===== config.mk =====
export PLATFORM = sky130hd
export DESIGN_NAME = sprite_mover
export DESIGN_NICKNAME = d
export VERILOG_FILES = /design/src/rtl/sprite_pkg.sv /design/src/rtl/sprite_probe.sv /design/src/rtl/sprite_mover.sv
export SDC_FILE = /design/constraint.sdc
export NUM_CORES = 1
export LEC_CHECK = 0
export BUFFER_PORTS_ARGS = -buffer_cell sky130_fd_sc_hd__buf_2
export CORE_AREA = 2 2 155 157
export CTS_CLUSTER_DIAMETER = 80
export DETAILED_ROUTE_END_ITERATION = 12
export DIE_AREA = 0 0 157 159
export PLACE_DENSITY_LB_ADDON = 0.12
export SYNTH_ARGS = -nofsm -noshare
export SYNTH_HDL_FRONTEND = slang
export SYNTH_SLANG_ARGS = --single-unit

===== constraint.sdc =====
create_clock -name clk -period 10.8 [get_ports clk]
set_input_delay 1.08 -clock clk [delete_from_list [all_inputs] [get_ports clk]]
set_output_delay 1.08 -clock clk [all_outputs]
set_load 0.005 [all_outputs]

===== src/rtl/sprite_pkg.sv =====
// sprite_pkg: shared types and helpers for the maze sprite mover and the
// sprite probe decoder (direction encoding, mask bit order, mover states).
package sprite_pkg;

    // Direction encoding, identical to the heading output: 0=L 1=U 2=R 3=D.
    typedef enum logic [1:0] {
        DIR_L = 2'd0,
        DIR_U = 2'd1,
        DIR_R = 2'd2,
        DIR_D = 2'd3
    } dir_t;

    // Bit positions inside every 4-bit {left,up,right,down} mask.
    localparam int MASK_L = 3;
    localparam int MASK_U = 2;
    localparam int MASK_R = 1;
    localparam int MASK_D = 0;

    typedef enum logic [0:0] {
        STOPPED = 1'b0,
        MOVING  = 1'b1
    } mover_state_t;

    // Mask bit that corresponds to a direction (L is the MSB, D the LSB).
    function automatic logic [1:0] mask_bit(input dir_t d);
        return 2'd3 - 2'(d);
    endfunction

    // True when exactly one request bit is set.
    function automatic logic is_one_hot(input logic [3:0] v);
        return (v != 4'b0000) && ((v & (v - 4'b0001)) == 4'b0000);
    endfunction

    // Convert a one-hot {left,up,right,down} request into a direction.
    function automatic dir_t onehot_to_dir(input logic [3:0] v);
        dir_t d;
        case (v)
            4'b1000: d = DIR_L;
            4'b0100: d = DIR_U;
            4'b0010: d = DIR_R;
            4'b0001: d = DIR_D;
            default: d = DIR_L;
        endcase
        return d;
    endfunction

endpackage


===== src/rtl/sprite_probe.sv =====
// sprite_probe: combinational sprite bounds decode. Produces the sprite fill
// for the current scan pixel and four single-pixel wall probe strobes sitting
// one pixel outside each sprite edge. Shared with the ghost renderers.
module sprite_probe
    import sprite_pkg::*;
#(
    parameter int SPRITE_W = 17,
    parameter int OFF_H    = 274,
    parameter int OFF_V    = 58
) (
    input  logic [9:0] posX,
    input  logic [9:0] posY,
    input  logic [9:0] hCount,
    input  logic [9:0] vCount,
    output logic       spriteFill,
    output logic [3:0] probe
);

    localparam logic [11:0] HALF_C = 12'((SPRITE_W - 1) / 2);

    // 12-bit screen-space coordinates so centre-half never underflows.
    logic [11:0] xc_s;
    logic [11:0] yc_s;
    logic [11:0] h_s;
    logic [11:0] v_s;
    logic        h_in_s;
    logic        v_in_s;

    // Span tests and independent edge probes (no priority between them).
    always_comb begin
        xc_s   = 12'(OFF_H) + {2'b00, posX};
        yc_s   = 12'(OFF_V) + {2'b00, posY};
        h_s    = {2'b00, hCount};
        v_s    = {2'b00, vCount};
        h_in_s = ((h_s + HALF_C) >= xc_s) && (h_s <= (xc_s + HALF_C));
        v_in_s = ((v_s + HALF_C) >= yc_s) && (v_s <= (yc_s + HALF_C));
        probe          = 4'b0000;
        probe[MASK_L]  = ((h_s + HALF_C + 12'd1) == xc_s) && v_in_s;
        probe[MASK_R]  = (h_s == (xc_s + HALF_C + 12'd1)) && v_in_s;
        probe[MASK_U]  = ((v_s + HALF_C + 12'd1) == yc_s) && h_in_s;
        probe[MASK_D]  = (v_s == (yc_s + HALF_C + 12'd1)) && h_in_s;
        spriteFill     = h_in_s && v_in_s;
    end

endmodule


===== src/rtl/sprite_mover.sv =====
// sprite_mover: one-pixel-per-tick mover for a single maze sprite. Wall
// probes gathered during the scan are folded into a blocked-direction mask
// that is snapshotted on every step tick; a one-deep request buffer allows
// pre-turning into corridors.
// Optional build macro TUNNEL_WRAP_EN: horizontal moves wrap between 0 and
// ARENA_W instead of saturating (Y always saturates).
module sprite_mover
    import sprite_pkg::*;
#(
    parameter int SPRITE_W = 17,
    parameter int ARENA_W  = 380,
    parameter int ARENA_H  = 432,
    parameter int X_INI    = 190,
    parameter int Y_INI    = 318,
    parameter int OFF_H    = 274,
    parameter int OFF_V    = 58,
    parameter int STEP_DIV = 10000,
    parameter int CNT_W    = 16
) (
    input  logic       clk,
    input  logic       reset,
    input  logic       enable,
    input  logic [3:0] req_dir,
    input  logic [9:0] hCount,
    input  logic [9:0] vCount,
    input  logic       wallFill,
    output logic       spriteFill,
    output logic [3:0] cgDirections,
    output logic [9:0] posX,
    output logic [9:0] posY,
    output logic [1:0] heading,
    output logic       moving,
    output logic       step
);

    localparam logic [0:0] ST_STOPPED = STOPPED;
    localparam logic [0:0] ST_MOVING  = MOVING;
    localparam logic [9:0] AW_C       = 10'(ARENA_W);
    localparam logic [9:0] AH_C       = 10'(ARENA_H);
    localparam logic [9:0] XI_C       = 10'(X_INI);
    localparam logic [9:0] YI_C       = 10'(Y_INI);

    logic [CNT_W-1:0] counter_r;
    logic             tick_s;
    logic [3:0]       probe_s;
    logic [3:0]       hit_s;
    logic [3:0]       acc_r;
    logic [3:0]       mask_s;
    logic [3:0]       cg_r;
    logic             pend_valid_r;
    dir_t             pend_dir_r;
    dir_t             heading_r;
    logic [0:0]       state_r;
    logic [9:0]       pos_x_r;
    logic [9:0]       pos_y_r;
    logic             step_r;
    logic             take_s;
    logic             cont_s;
    logic             do_move_s;
    dir_t             move_dir_s;
    logic [9:0]       nx_s;
    logic [9:0]       ny_s;
    logic             changed_s;

    // One pixel along d; the flag reports whether the position really changed.
    function automatic logic [20:0] move_pos(input dir_t d, input logic [9:0] x,
                                             input logic [9:0] y);
        logic [9:0] nx;
        logic [9:0] ny;
        logic       ch;
        nx = x;
        ny = y;
        ch = 1'b0;
        case (d)
            DIR_L: begin
                if (x != 10'd0) begin
                    nx = x - 10'd1;
                    ch = 1'b1;
                end else begin
`ifdef TUNNEL_WRAP_EN
                    nx = AW_C;
                    ch = 1'b1;
`else
                    nx = x;
                    ch = 1'b0;
`endif
                end
            end
            DIR_R: begin
                if (x < AW_C) begin
                    nx = x + 10'd1;
                    ch = 1'b1;
                end else begin
`ifdef TUNNEL_WRAP_EN
                    nx = 10'd0;
                    ch = 1'b1;
`else
                    nx = x;
                    ch = 1'b0;
`endif
                end
            end
            DIR_U: begin
                if (y != 10'd0) begin
                    ny = y - 10'd1;
                    ch = 1'b1;
                end else begin
                    ny = y;
                    ch = 1'b0;
                end
            end
            DIR_D: begin
                if (y < AH_C) begin
                    ny = y + 10'd1;
                    ch = 1'b1;
                end else begin
                    ny = y;
                    ch = 1'b0;
                end
            end
            default: begin
                nx = x;
                ny = y;
                ch = 1'b0;
            end
        endcase
        return {ch, nx, ny};
    endfunction

    sprite_probe #(
        .SPRITE_W (SPRITE_W),
        .OFF_H    (OFF_H),
        .OFF_V    (OFF_V)
    ) u_probe (
        .posX       (pos_x_r),
        .posY       (pos_y_r),
        .hCount     (hCount),
        .vCount     (vCount),
        .spriteFill (spriteFill),
        .probe      (probe_s)
    );

    assign tick_s = enable && (counter_r == CNT_W'(STEP_DIV - 1));
    assign hit_s  = probe_s & {4{wallFill}};
    // The mask seen on a tick includes a wall hit on that very cycle.
    assign mask_s = acc_r & ~hit_s;

    // Move decision: a valid free pending turn beats continuing straight.
    always_comb begin
        take_s     = 1'b0;
        cont_s     = 1'b0;
        do_move_s  = 1'b0;
        move_dir_s = heading_r;
        take_s     = pend_valid_r && mask_s[mask_bit(pend_dir_r)];
        cont_s     = (state_r == ST_MOVING) && mask_s[mask_bit(heading_r)];
        if (take_s) begin
            move_dir_s = pend_dir_r;
            do_move_s  = 1'b1;
        end else if (cont_s) begin
            move_dir_s = heading_r;
            do_move_s  = 1'b1;
        end else begin
            move_dir_s = heading_r;
            do_move_s  = 1'b0;
        end
        {changed_s, nx_s, ny_s} = move_pos(move_dir_s, pos_x_r, pos_y_r);
    end

    // Step divider: counts only while enabled, wraps to 0 on the tick.
    always_ff @(posedge clk) begin
        if (reset) begin
            counter_r <= {CNT_W{1'b0}};
        end else if (tick_s) begin
            counter_r <= {CNT_W{1'b0}};
        end else if (enable) begin
            counter_r <= counter_r + CNT_W'(1);
        end else begin
            counter_r <= counter_r;
        end
    end

    // Probe accumulator and per-tick snapshot of the free-direction mask.
    always_ff @(posedge clk) begin
        if (reset) begin
            acc_r <= 4'b1111;
            cg_r  <= 4'b1111;
        end else if (tick_s) begin
            acc_r <= 4'b1111;
            cg_r  <= mask_s;
        end else begin
            acc_r <= mask_s;
            cg_r  <= cg_r;
        end
    end

    // Request buffer: one-hot requests replace pending; a taken turn clears it.
    always_ff @(posedge clk) begin
        if (reset) begin
            pend_valid_r <= 1'b0;
            pend_dir_r   <= DIR_L;
        end else if (tick_s && take_s) begin
            pend_valid_r <= 1'b0;
            pend_dir_r   <= pend_dir_r;
        end else if (is_one_hot(req_dir)) begin
            pend_valid_r <= 1'b1;
            pend_dir_r   <= onehot_to_dir(req_dir);
        end else begin
            pend_valid_r <= pend_valid_r;
            pend_dir_r   <= pend_dir_r;
        end
    end

    // Mover state, heading, position and step pulse, updated only on ticks.
    always_ff @(posedge clk) begin
        if (reset) begin
            state_r   <= ST_STOPPED;
            heading_r <= DIR_L;
            pos_x_r   <= XI_C;
            pos_y_r   <= YI_C;
            step_r    <= 1'b0;
        end else if (tick_s && do_move_s) begin
            state_r   <= ST_MOVING;
            heading_r <= move_dir_s;
            pos_x_r   <= nx_s;
            pos_y_r   <= ny_s;
            step_r    <= changed_s;
        end else if (tick_s) begin
            state_r   <= ST_STOPPED;
            heading_r <= heading_r;
            pos_x_r   <= pos_x_r;
            pos_y_r   <= pos_y_r;
            step_r    <= 1'b0;
        end else begin
            state_r   <= state_r;
            heading_r <= heading_r;
            pos_x_r   <= pos_x_r;
            pos_y_r   <= pos_y_r;
            step_r    <= 1'b0;
        end
    end

    assign cgDirections = cg_r;
    assign posX         = pos_x_r;
    assign posY         = pos_y_r;
    assign heading      = 2'(heading_r);
    assign moving       = (state_r == ST_MOVING);
    assign step         = step_r;

endmodule


Word-level counts from Yosys, hierarchy flattened:

Cells that the tools add are included.
W data, S select, Z words.

* $add $sub $neg: 18
* magnitude comparators: 8
* eq/ne operators: 15
* mux-type cells: 21
* bitwise logic cells: 6
* reductions and logical operators: 27

Operator list (count)
* $add A12 B1 Y12 const B: 4
* $mux W10: 4
* $pmux W10 S2: 2
* $add A12 B4 Y12 const B: 2
* $eq A10 B12 Y1: 2
* $eq A12 B12 Y1: 2
* $ge A12 B12 Y1: 2
* $le A10 B12 Y1: 2
* $add A10 B4 Y11 const B: 2
* $add A10 B1 Y10 const B: 2
* $lt A10 B9 Y1 const B: 2
* $reduce_bool A10 Y1: 2
* $sub A10 B1 Y10 const B: 2
* $add A16 B1 Y16 const B: 1
* $eq A16 B14 Y1 const B: 1
* $logic_and A1 B1 Y1: 13
* $and A4 B4 Y4: 3
* $add A6 B10 Y11 const A: 1
* $add A9 B10 Y11 const A: 1
* $mux W1: 10
* $ne A2 B2 Y1 const B: 4
* $reduce_and A4 Y1: 2
* $lt A2 B3 Y1 const B: 2
* $pmux W2 S3: 1
* other kinds (18): 26

* register bits: 51
* bits of input ports: 28
* output and inout bits: 29
* word-level logic and storage cells: 105

Longest topological paths before layout:

* word-level depth: 16
* depth in mapped cells: 35
* gate-level depth less buffers: 33

Cells and area by module:

From an unflattened synthesis, not the netlist that was laid out.

* cells, all modules: 773
* area total of the unflattened synthesis: 6072.1 µm²

Modules (own cells, without submodules)
* sprite_mover: times used 1, cells an instance 395, area each 3229.3 µm², seq. area each 1021.0 µm²
* sprite_probe: times used 1, cells an instance 378, area each 2842.7 µm², seq. area each 0.0 µm²

Worst setup path after synthesis:

Ideal clock, no wire load.

* path kind: register to register
* start point: register pos_y_r[1] (netlist: posY[1])
* end point: register pos_x_r[9] (netlist: posX[9])
* library setup time: 0.123 ns
* arrival time: 6.893 ns
* required time: 10.677 ns
* setup slack: 3.784 ns
* stages on the path, launching flop included: 36
* path buffers: 2
* period minus slack after synthesis: 7.016 ns
* cells stage by stage: dfxtp_1 -> buf_1 -> a21oi_1 -> xnor2_1 -> inv_1 -> ha_1 -> o31a_1 -> o21a_1 -> or4_1 -> nand2_1 -> ha_1 -> a21oi_1 -> o21ai_0 -> a31oi_1 -> a21oi_1 -> a2111oi_4 -> nand4_1 -> a311oi_2 -> nand2b_1 -> a222oi_1 -> and2_1 -> buf_2 -> nand2_1 -> ha_1 -> a21o_1 -> a21oi_1 -> o21bai_1 -> a21oi_1 -> nor2b_1 -> o21a_1 -> o21ai_0 -> nand2b_1 -> a21o_1 -> and4_1 -> o211ai_1 -> mux2_1

* cells in the longest elaborated chain, start to end: 15
* elaborated cells between the ends (all ways): 32
* those cells by class: add/sub: 3; order compare: 2; eq/ne: 5; mux: 8; bitwise: 3; reduce/logical: 11

Ends and longest elaborated chain
* from (decl): line sprite_mover.sv:55 `logic [9:0] pos_y_r;`
* from (signal assigned): line sprite_mover.sv:225 `pos_y_r <= ny_s;`
* from (signal assigned): line sprite_mover.sv:231 `pos_y_r <= pos_y_r;`
* from (signal assigned): line sprite_mover.sv:237 `pos_y_r <= pos_y_r;`
* $add A6 B10 Y11 *: line sprite_probe.sv:32 `yc_s = 12'(OFF_V) + {2'b00, posY};`
* $add A12 B4 Y12: line sprite_probe.sv:36, sprite_probe.sv:41
* $add A12 B1 Y12 or $le A10 B12 Y1 (tied branches): line sprite_probe.sv:41, sprite_probe.sv:36
* $eq A10 B12 Y1 or $logic_and A1 B1 Y1 (tied branches): line sprite_probe.sv:41, sprite_probe.sv:36
* $logic_and A1 B1 Y1, on equally long branches: line sprite_probe.sv:41, sprite_probe.sv:38, sprite_probe.sv:39
* $and A4 B4 Y4 *: line sprite_mover.sv:144 `assign hit_s = probe_s & {4{wallFill}};`
* $not A4 Y4 *: line sprite_mover.sv:146 `assign mask_s = acc_r & ~hit_s;`
* $and A4 B4 Y4 *: line sprite_mover.sv:146
* $bmux W1 S2, on equally long branches: line sprite_mover.sv:154, sprite_mover.sv:155
* $mux W1, on equally long branches: line sprite_mover.sv:154, sprite_mover.sv:155
* $logic_and A1 B1 Y1, on equally long branches: line sprite_mover.sv:154, sprite_mover.sv:155
* $mux W2 or $mux W1 (tied branches): line sprite_mover.sv:156, sprite_mover.sv:159
* $eq A2 B2 Y1 (tied with other cells): line sprite_mover.sv:74 `case (d)`
* $ne A2 B2 Y1 (no line) (tied with other cells)
* $reduce_and A4 Y1 (no line)
* to (signal assigned): line sprite_mover.sv:224 `pos_x_r <= nx_s;`
* to (signal assigned): line sprite_mover.sv:230 `pos_x_r <= pos_x_r;`
* to (signal assigned): line sprite_mover.sv:236 `pos_x_r <= pos_x_r;`
* to (decl): line sprite_mover.sv:54 `logic [9:0] pos_x_r;`

Mark *: on every way between the ends. The rest lies on a longest branch, timed or not. The select of a mux whose other input is x is not followed.
A chain may end at the register's enable or synchronous reset.

Worst setup path in the final report:

* start point: register pos_x_r[1] (netlist: posX[1])
* end point: register pos_x_r[9] (netlist: posX[9])

* cells in the longest elaborated chain, start to end: 15
* elaborated cells between the ends (all ways): 38
* those cells by class: add/sub: 5; order compare: 3; eq/ne: 5; mux: 10; bitwise: 3; reduce/logical: 12

Ends and longest elaborated chain
* $add A9 B10 Y11: line sprite_probe.sv:31 `xc_s = 12'(OFF_H) + {2'b00, posX};`
* $add A12 B4 Y12: line sprite_probe.sv:35, sprite_probe.sv:39
* $add A12 B1 Y12 or $le A10 B12 Y1 (tied branches): line sprite_probe.sv:39, sprite_probe.sv:35
* $eq A10 B12 Y1 or $logic_and A1 B1 Y1 (tied branches): line sprite_probe.sv:39, sprite_probe.sv:35
* $logic_and A1 B1 Y1, on equally long branches: line sprite_probe.sv:39, sprite_probe.sv:40, sprite_probe.sv:41
* $and A4 B4 Y4: line sprite_mover.sv:144
* $not A4 Y4: line sprite_mover.sv:146
* $and A4 B4 Y4: line sprite_mover.sv:146
* $bmux W1 S2, on equally long branches: line sprite_mover.sv:154, sprite_mover.sv:155
* $mux W1, on equally long branches: line sprite_mover.sv:154, sprite_mover.sv:155
* $logic_and A1 B1 Y1, on equally long branches: line sprite_mover.sv:154, sprite_mover.sv:155
* $mux W2 or $mux W1 (tied branches): line sprite_mover.sv:156, sprite_mover.sv:159
* $eq A2 B2 Y1 (tied with other cells): line sprite_mover.sv:74
* $ne A2 B2 Y1 (no line) (tied with other cells)
* $reduce_and A4 Y1 (no line)

Parallel ways exist; a longest one is shown, timed or not. The select of a mux whose other input is x is not followed.

==> results list <==
- Result of the run: finished, final reports clean
- Filler instances: around 2,500
* Largest vdd supply drop: ~0.000060 V
- Summing every instance area after synthesis gives between 6000 and 7000 um2.
- Number of hold-slack violations in the final timing report: 0
- STA puts the critical path data required time at roughly 11 ns.
* GP Congestion: a little over 0.8
* Number of buffers inserted during clock tree synthesis: 5
* Cell with the most instances on the worst path: ha_1
* Post-DR wirelength/cell: between 15 and 20 um
- Deepest clock path buffer count: 2
- Counting every net in the synthesized netlist gives just under 1,000.
- The worst setup path is captured at a flip-flop.
- Highest fanout seen on the critical path: 15
- In this run, post-CTS hold repair placed 0 buffers.
- In this run the tool buffered the top-level ports with 56 buffer cells.
- Number of global-route vias before repair: around 6,100
- For this configuration, the core starts out at a cell density of 0.2953.
- Among all stages on the critical path, the largest delay is contributed by dfxtp_1.
- The share of the Yosys chip area taken by registers is 0.1491.
* Peak per-stage delay on the critical path: about 0.65 ns
* Combined area of the multi-input logic cells: 5444 um2
* Via count: ~6,400
- For the pin with the worst max-slew slack, the measured transition is ~0.95 ns.
- Net count of the finished layout: roughly 1,000
* Post-synthesis to final-layout area growth: 9.684%
- Die Y: 159 um
- In this run the number of H-tree levels came out at 2.
* Share of final-layout standard cells stronger than drive strength 1: 0.1026
- Summed over all layers, the global routing overflow is 0.
- DRC violation count after routing: 0
- HPWL reported at the end of detailed placement: ~16 mm
- Critical path data arrival time: roughly 8.6 ns
- FMAX: roughly 120 MHz
- Clock latency on the worst-skew pair: ~0.30 ns
- Setup repair after global routing left no endpoint under its margin.
- The number of antenna diodes in the final layout is 0.
- Clock tree from TritonCTS: built
- STA classifies the critical path startpoint as a flip-flop.
* Kind of critical path: reg2reg
* Synth unique cells: between 80 and 90
- Maximum capacitance violations: 0
- Library cell used as clock root buffer: clkbuf_16
- Post-route fraction of the period consumed by the critical path: 0.7778
* DIE AREA: 24,960 um2
- The smallest clock period supported by the final layout is computed as about 8.4 ns.
- Syn Inst Count: between 800 and 900
* Count of TritonRoute iterations in the first routing pass: 5
- Post-synthesis register bit count: ~50
- A synthesized cell averages a little under 8 um2.
- Power density over cell area: slightly above 60 nW/um2
- The core region is around 23,000 um2.
* Primary FF master, synth: dfxtp_1
- Leaving out fill and tap cells, the most frequent cell in the layout is ha_1.
- Width of the chip: 157 um
- Setup total negative slack on the finished layout was measured at 0 ns.
- In this run the worst hold path is classified as reg2reg.
* Std cell rows: 56
* Static Leak: just over 0.003 uW
* Total routing usage reported by global routing: 0.1602
- Number of DRC markers in iteration 0: 330
- Yosys printed 0 warnings.
- Initial antenna violation count: 0
- Gates resized during post-CTS repair numbered 0.
* Storage cell area: 1021 um2
- The synthesized design contains 0 enable-type register cells.
- Once detail routing completed, the nets flagged for antenna violations numbered 0.
- Clk sinks: just over 50
* Number of buffers inserted by post-CTS setup repair: 0
- The clock arrives with between 0.01 and 0.015 ns of skew.
- In this run the tightest slew margin relative to its limit is 0.3581.
- Count of boundary I/O pins: 57
- Clock Pin Slew Worst Setup and Hold Paths: about 0.070 ns
- DRT Wirelength: roughly 20 mm
* Detail-routed via count per cell: between 5 and 6
- Final setup violation count: 0
* Fraction of registers with async set or reset after synthesis: 0
- Entering global routing, the biggest net connects 21 pins.
- The first global-routing pass estimated 32.74 mm of wire.
- The tightest hold path in the finished design has a slack of approximately 0.51 ns.
* Leading cell types in the layout, fill and taps excluded: ha_1 (71), nand2_1 (58), buf_2 (56)
* Max Slew Vio Count: 0
-- state kept, by name, indices dropped and copies added, names as in the netlist --
| name | cells |
|---|---|
| acc_r | 4 |
| pend_dir_r | 2 |
| posY | 10 |
| step | 1 |
| pend_valid_r | 1 |
| heading | 2 |
| counter_r | 16 |
| posX | 10 |
| cgDirections | 4 |
| moving | 1 |
-- power by group --
| part | internal (uW) | switching (uW) |
|---|---|---|
| Combinational | 34.2 | 49.4 |
| Sequential | 189 | 1.63 |
| Clock | 110 | 74.1 |
| Total | 334 | 125 |
-- metal layers --
metal  track usage  up-vias  share of wire
li1              -     3302              -
met1        0.2289     3046           0.49
met2        0.2654       89           0.47
met3       0.01198        7          0.027
met4       0.02877        0         0.0076
met5             0        -              0
-- cells by family after synthesis --
logic type / after synthesis / synth area share
adder cells (fa/ha/maj): 73 / 0.1356
flip-flops: 51 / 0.1491
multiplexers: 11 / 0.01681
AO/OA/AOI/OAI: 237 / 0.2489
XOR/XNOR: 97 / 0.1436
AND/OR/NAND/NOR: 312 / 0.2501
buffers and inverters: 93 / 0.05591
-- path summary, 6_finish.rpt --
path,from,to,slack [ns],cells after the start
hold / removal,cgDirections[3]$_SDFFE_PP1P_,cgDirections[3]$_SDFFE_PP1P_,0.51,2
setup reg to reg,posX[1]$_SDFFE_PP1P_,posX[9]$_SDFFE_PP0P_,2.40,29
hold reg to reg,cgDirections[3]$_SDFFE_PP1P_,cgDirections[3]$_SDFFE_PP1P_,0.51,2
setup / recovery,posX[1]$_SDFFE_PP1P_,posX[9]$_SDFFE_PP0P_,2.40,29
-- synth_stat cells, types with 10 or more instances --
cell type / number / area [um2]
a21oi_1: 48 / 240.2
clkbuf_1: 21 / 78.83
nor2_1: 53 / 198.9
ha_1: 71 / 888.4
a31oi_1: 10 / 62.56
or3_1: 14 / 87.58
xnor2_1: 48 / 420.4
and3_1: 16 / 100.1
nand4_1: 20 / 125.1
nand2b_1: 10 / 62.56
nand3_1: 43 / 215.2
o211ai_1: 16 / 120.1
xor2_1: 39 / 341.6
nor3_1: 19 / 95.09
o21ai_0: 41 / 205.2
dfxtp_1: 51 / 1021
a21o_1: 15 / 112.6
inv_1: 51 / 191.4
nand2_1: 58 / 217.7
buf_2: 15 / 75.07
-- stage by stage --
step           cells    util  setup WS [ns]  total power, uW  area, um2
2_1_floorplan    874       -          3.784            253.7       6848
3_3_place_gp    1208  0.3166          2.444            280.5       7343
3_5_place_dp    1208  0.3166          2.372            279.2       7343
4_1_cts         1216  0.3239          2.346            466.5       7511
5_1_grt         1216  0.3239          1.542            482.3       7511
6_report        1216  0.3239          2.400            459.1       7511
-- area by class of cell --
| class | count | share of cell area |
|---|---|---|
| Inverter | 51 | 0.02549 |
| Clock buffer | 6 | 0.01716 |
| Sequential cell | 51 | 0.1359 |
| Clock inverter | 2 | 0.005164 |
| Tap cell | 319 | 0.05314 |
| Timing Repair Buffer | 57 | 0.03831 |
| Multi-Input combinational cell | 730 | 0.7248 |
-- worst max-delay path, delay by kind of cell (launching register included) --
| family | cells | cell delay [ns] |
|---|---|---|
| AOI/OAI and AO/OA | 12 | 2.26 |
| xor gates and xnor gates | 2 | 0.56 |
| adders and majority gates | 4 | 1.42 |
| DFF | 1 | 0.65 |
| muxes | 1 | 0.33 |
| and+or+nand+nor | 10 | 3.07 |
Power figures use the tool's default switching activity.
